===== config.mk =====
export PLATFORM = sky130hd
export DESIGN_NAME = stopwatch_ctrl
export DESIGN_NICKNAME = d
export VERILOG_FILES = /design/src/rtl/stopwatch_ctrl.sv
export SDC_FILE = /design/constraint.sdc
export NUM_CORES = 1
export LEC_CHECK = 0
export ABC_AREA = 0
export BUFFER_PORTS_ARGS = -buffer_cell sky130_fd_sc_hd__buf_2
export CAP_MARGIN = 40
export CORE_UTILIZATION = 57
export CTS_BUF_LIST = sky130_fd_sc_hd__clkbuf_4 sky130_fd_sc_hd__clkbuf_8 sky130_fd_sc_hd__clkbuf_16
export DETAILED_ROUTE_END_ITERATION = 16
export MAX_ROUTING_LAYER = met4
export PLACE_DENSITY = 0.77
export SYNTH_ARGS = -nofsm -noshare
export SYNTH_HDL_FRONTEND = slang
export SYNTH_SLANG_ARGS = --single-unit

===== constraint.sdc =====
create_clock -name clk -period 1.8 [get_ports clk]
set_input_delay 0.09 -clock clk [delete_from_list [all_inputs] [get_ports clk]]
set_output_delay 0.09 -clock clk [all_outputs]
set_load 0.005 [all_outputs]

===== src/rtl/stopwatch_ctrl.sv =====
// Stopwatch control: button edge detection, IDLE/RUN/STOP/LAP sequencing and
// the centisecond prescaler that paces the mm:ss.cc counter chain.
module stopwatch_ctrl #(
    parameter int CLK_DIV = 100000,
    parameter int DIV_W   = 17
) (
    input  logic       clk,
    input  logic       rst_n,
    input  logic       btn_start_stop,
    input  logic       btn_lap,
    input  logic       btn_clear,
    output logic       cnt_ena,
    output logic       cnt_res,
    output logic       disp_hold,
    output logic       running,
    output logic [1:0] state
);

    typedef enum logic [1:0] {
        ST_IDLE = 2'd0,
        ST_RUN  = 2'd1,
        ST_STOP = 2'd2,
        ST_LAP  = 2'd3
    } state_t;

    localparam int NBTN    = 3;
    localparam int BTN_SS  = 0;
    localparam int BTN_LAP = 1;
    localparam int BTN_CLR = 2;

    localparam logic [DIV_W-1:0] DIV_LAST = DIV_W'(CLK_DIV - 1);

    logic [NBTN-1:0] w_btn;
    logic [NBTN-1:0] w_ev;

    assign w_btn = {btn_clear, btn_lap, btn_start_stop};

    // Flops reset high so a button already held at reset release is not seen as a press.
    genvar gi;
    generate
        for (gi = 0; gi < NBTN; gi++) begin : g_btn
            logic r_sync1;
            logic r_sync2;
            logic r_prev;

            always_ff @(posedge clk) begin
                if (!rst_n) begin
                    r_sync1 <= 1'b1;
                    r_sync2 <= 1'b1;
                    r_prev  <= 1'b1;
                end else begin
                    r_sync1 <= w_btn[gi];
                    r_sync2 <= r_sync1;
                    r_prev  <= r_sync2;
                end
            end

            assign w_ev[gi] = r_sync2 & ~r_prev;
        end
    endgenerate

    state_t           r_state;
    state_t           w_state_next;
    logic [DIV_W-1:0] r_div;
    logic             r_cnt_ena;
    logic             r_cnt_res;
    logic             r_disp_hold;
    logic             r_running;

    logic w_run_now;
    logic w_run_next;
    logic w_div_wrap;

    always_comb begin
        w_state_next = r_state;
        case (r_state)
            ST_IDLE: begin
                if (w_ev[BTN_SS]) w_state_next = ST_RUN;
            end
            ST_RUN: begin
                if (w_ev[BTN_SS])       w_state_next = ST_STOP;
                else if (w_ev[BTN_LAP]) w_state_next = ST_LAP;
            end
            ST_LAP: begin
                if (w_ev[BTN_SS])       w_state_next = ST_STOP;
                else if (w_ev[BTN_LAP]) w_state_next = ST_RUN;
            end
            ST_STOP: begin
                if (w_ev[BTN_CLR])     w_state_next = ST_IDLE;
                else if (w_ev[BTN_SS]) w_state_next = ST_RUN;
            end
            default: w_state_next = ST_IDLE;
        endcase
    end

    assign w_run_now  = (r_state == ST_RUN) || (r_state == ST_LAP);
    assign w_run_next = (w_state_next == ST_RUN) || (w_state_next == ST_LAP);
    assign w_div_wrap = (r_div == DIV_LAST);

    always_ff @(posedge clk) begin
        if (!rst_n) begin
            r_state     <= ST_IDLE;
            r_cnt_res   <= 1'b1;
            r_disp_hold <= 1'b0;
            r_running   <= 1'b0;
        end else begin
            r_state     <= w_state_next;
            r_cnt_res   <= (w_state_next == ST_IDLE);
            r_disp_hold <= (w_state_next == ST_LAP);
            r_running   <= w_run_next;
        end
    end

    // STOP holds the prescaler so a partial centisecond survives a pause.
    always_ff @(posedge clk) begin
        if (!rst_n) begin
            r_div     <= '0;
            r_cnt_ena <= 1'b0;
        end else begin
            if (w_state_next == ST_IDLE) begin
                r_div <= '0;
            end else if (w_run_now) begin
                r_div <= w_div_wrap ? '0 : r_div + DIV_W'(1);
            end
            r_cnt_ena <= w_run_now & w_run_next & w_div_wrap;
        end
    end

    assign cnt_ena   = r_cnt_ena;
    assign cnt_res   = r_cnt_res;
    assign disp_hold = r_disp_hold;
    assign running   = r_running;
    assign state     = r_state;

endmodule

==> reports/metrics.cfg <==
[status]
outcome=finished clean

[logic_synthesis]
synth_commonest_cells=32 x dfxtp_1, 20 x nor2_1, 11 x nand2b_1
yosysTopAreaCell=dfxtp_1
yosys_warnings=0
ys_types=33
ys_seq_area_share_pct=48.90
synthTopCellsByArea=dfxtp_1 49%, xnor2_1 6.0%, nor2_1 5.7%, nand2b_1 5.3%, nand4_1 4.8%
async_reset_ff_share_pct=0
synth_flop_cell=dfxtp_1
yosysMostFrequentCell=dfxtp_1
syn_nets=145
synth-edff-count=0
netlist_area_um2=1310
synth-seq-cells=32
syn_avg_cell_area_um2=9.425
synth_top_area_share_pct=48.90
syn_inst=139

[worst_hold_path]
hp-start=rst_n
hold_path_class=primary input to flip-flop

[worst_setup_path]
cp_num_buf_inv=0
required_ns=2.02
critical_path.top_delay_family=simple AND/OR/NAND/NOR gates
path_cells=ha_1, nand3_1, nor4_1, xnor2_1, nor2_1
cp_max_fo=5
critical-path-slowest-cell=nor4_1
slowest_delay_ns=0.45
criticalPathCategory=flip-flop to flip-flop
worstSetupEndpointType=flip-flop
rr_startpoint=r_div[0]
start_kind=flip-flop
crit_arrival_ns=1.84
crit_start=r_div[0]
reg2reg_setup_slack_ns=0.18

[clock_tree]
cts_post_setup_buffers_inserted=0
clk_latency_ns=0.34
clk_path_buf_depth=2
cts_buffers=5
cts_root_buf=clkbuf_4
cts.sinks=32
h-tree-depth=2
cts_tree=yes
path_clk_slew_ns=0.10

[power_and_ir_drop]
combPwrFrac_pct=3.8
p_int_mw=0.9283
vdd_drop_max_v=0.0006369
switching_power_mw=0.2632
swShare_pct=22.09
p_leak_nw=0.5228
power.density_nw_per_um2=783.7
pwr-share-seq_pct=60.8
clkPwrFrac_pct=35.3

[timing]
rsz0062_at_grt=false
min_period_over_period_pct=89.74
tightest_slew_ns=0.4201
finalHoldViolations=0
slew_headroom_pct=71.96
holdWs_ns=0.06323
fin_tns_setup_ns=0
slew_viol_final=0
fin_skew_ns=0.007479
min_period_ns=1.615
fmax_mhz=619.0
setup_viol=0

[final_layout]
register_area_um2=640.6
multi_input_area_um2=635.6
nFillCells=164
antennaDiodeCount=0
areaGrowthSynthToFinish_pct=16.05
drive_gt1_share_pct=16.15
final_nets=166

[placed_design]
hpwlAfterDp_mm=1.730
io_buffer_count=10
finalWeightedCongestion=0.8914

[global_routing]
first_global_vias=1009
antenna_found_initial=0
grt_util_all_layers_pct=25.48
grt_overflow_total=0
grt_max_degree=17
grt_pass1_wl_mm=4.409

[flow_run]
drv_cap=0

[detailed_routing]
drt_iter0_markers=22
wl_mm=2.459
post_drt_wl_per_cell_um=13.08
antenna_left=0
via_per_inst=5.580
num_vias=1049
post-route-drc-count=0
drt_pass1_iterations=4

[floorplan]
core_um2=2062
die_area_um2=2494
placement_rows=16
die_y_um=49.94
initial_utilization_pct=63.53
die_w_um=49.94
io_pins=11

layout by cell type (no fill, tap or decap), types with 2 or more instances in the layout:
cell type,Yosys,final
clkinv_2,0,2
nor3_1,2,2
o21ai_0,2,2
xnor2_1,9,9
nand2b_1,11,11
and3_1,2,2
xor2_1,7,7
buf_4,1,4
nand4_1,10,10
dlygate4sd3_1,0,3
nor2b_1,3,3
and4_1,2,2
buf_2,2,10
clkbuf_4,0,5
nand3_1,6,6
nor2_1,20,20
inv_1,5,5
dfxtp_1,32,32
nand2_1,4,4
nor4_1,5,4
routing by layer:
layer	part of all wire, %	vias to the layer above	global-route usage [%]
met1	44	474	28.00
met3	6.9	7	9.568
li1	-	533	-
met4	2.6	0	14.29
met2	47	35	39.41
met5	0	-	-
sequential cells by signal (all words and copies together) (netlist names):
name	cells
r_div	17
g_btn.r_prev	3
g_btn.r_sync1	3
g_btn.r_sync2	3
state	2
cnt_ena	1
cnt_res	1
disp_hold	1
running	1
cells by family (layout without fill, tap and decap cells):
group,Yosys count,count (layout),synth area share [%]
AO/OA/AOI/OAI,11,11,6.687
XOR/XNOR,16,16,10.70
flip-flops,32,32,48.90
buffers and inverters,9,31,3.056
AND/OR/NAND/NOR,70,70,29.70
adder cells (fa/ha/maj),1,1,0.9550
final timing paths:
path                                    endpoint  depth (start not counted)
worst max-delay path                   r_div[14]                          5
worst max register to register         r_div[14]                          5
worst min-delay path            g_btn[2].r_sync2                          2
worst min register to register  g_btn[0].r_sync2                          1
power by group through the flow:
stage	combinational, mW	clock (mW)	sequential, mW
2_1_floorplan	0.0254	0	0.739
3_3_place_gp	0.0396	0	0.741
3_5_place_dp	0.0406	0	0.741
4_1_cts	0.0455	0.433	0.725
5_1_grt	0.0516	0.463	0.727
6_report	0.0457	0.421	0.725
metrics by stage:
stage                     setup slack [ns]  area [um2]  std cells  power [mW]  utilization, %
after floorplan                     0.3879        1310        139      0.7646               -
after global placement              0.2416        1423        177      0.7804           68.99
after detailed placement            0.1527        1423        177      0.7821           68.99
after CTS                           0.1367        1514        188       1.203           73.42
after global routing               0.03720        1520        188       1.241           73.73
final                               0.1846        1520        188       1.191           73.73
layout make-up:
type | instances | share of cell area, %
tap | 27 | 2.222
inverter | 5 | 1.235
sequential | 32 | 42.14
clock inverter | 2 | 0.6584
multi-input combinational | 98 | 41.81
clock buffer | 6 | 3.374
timing repair buffer | 18 | 8.560
repair_timing:
| action | CTS | global route |
|---|---|---|
| resized for setup | 0 | 1 |
| hold endpoints to repair | 3 | 0 |
| hold buffers | 3 | 0 |
| endpoints found under the setup margin | 0 | 1 |
(Power assumes the default switching activity.)
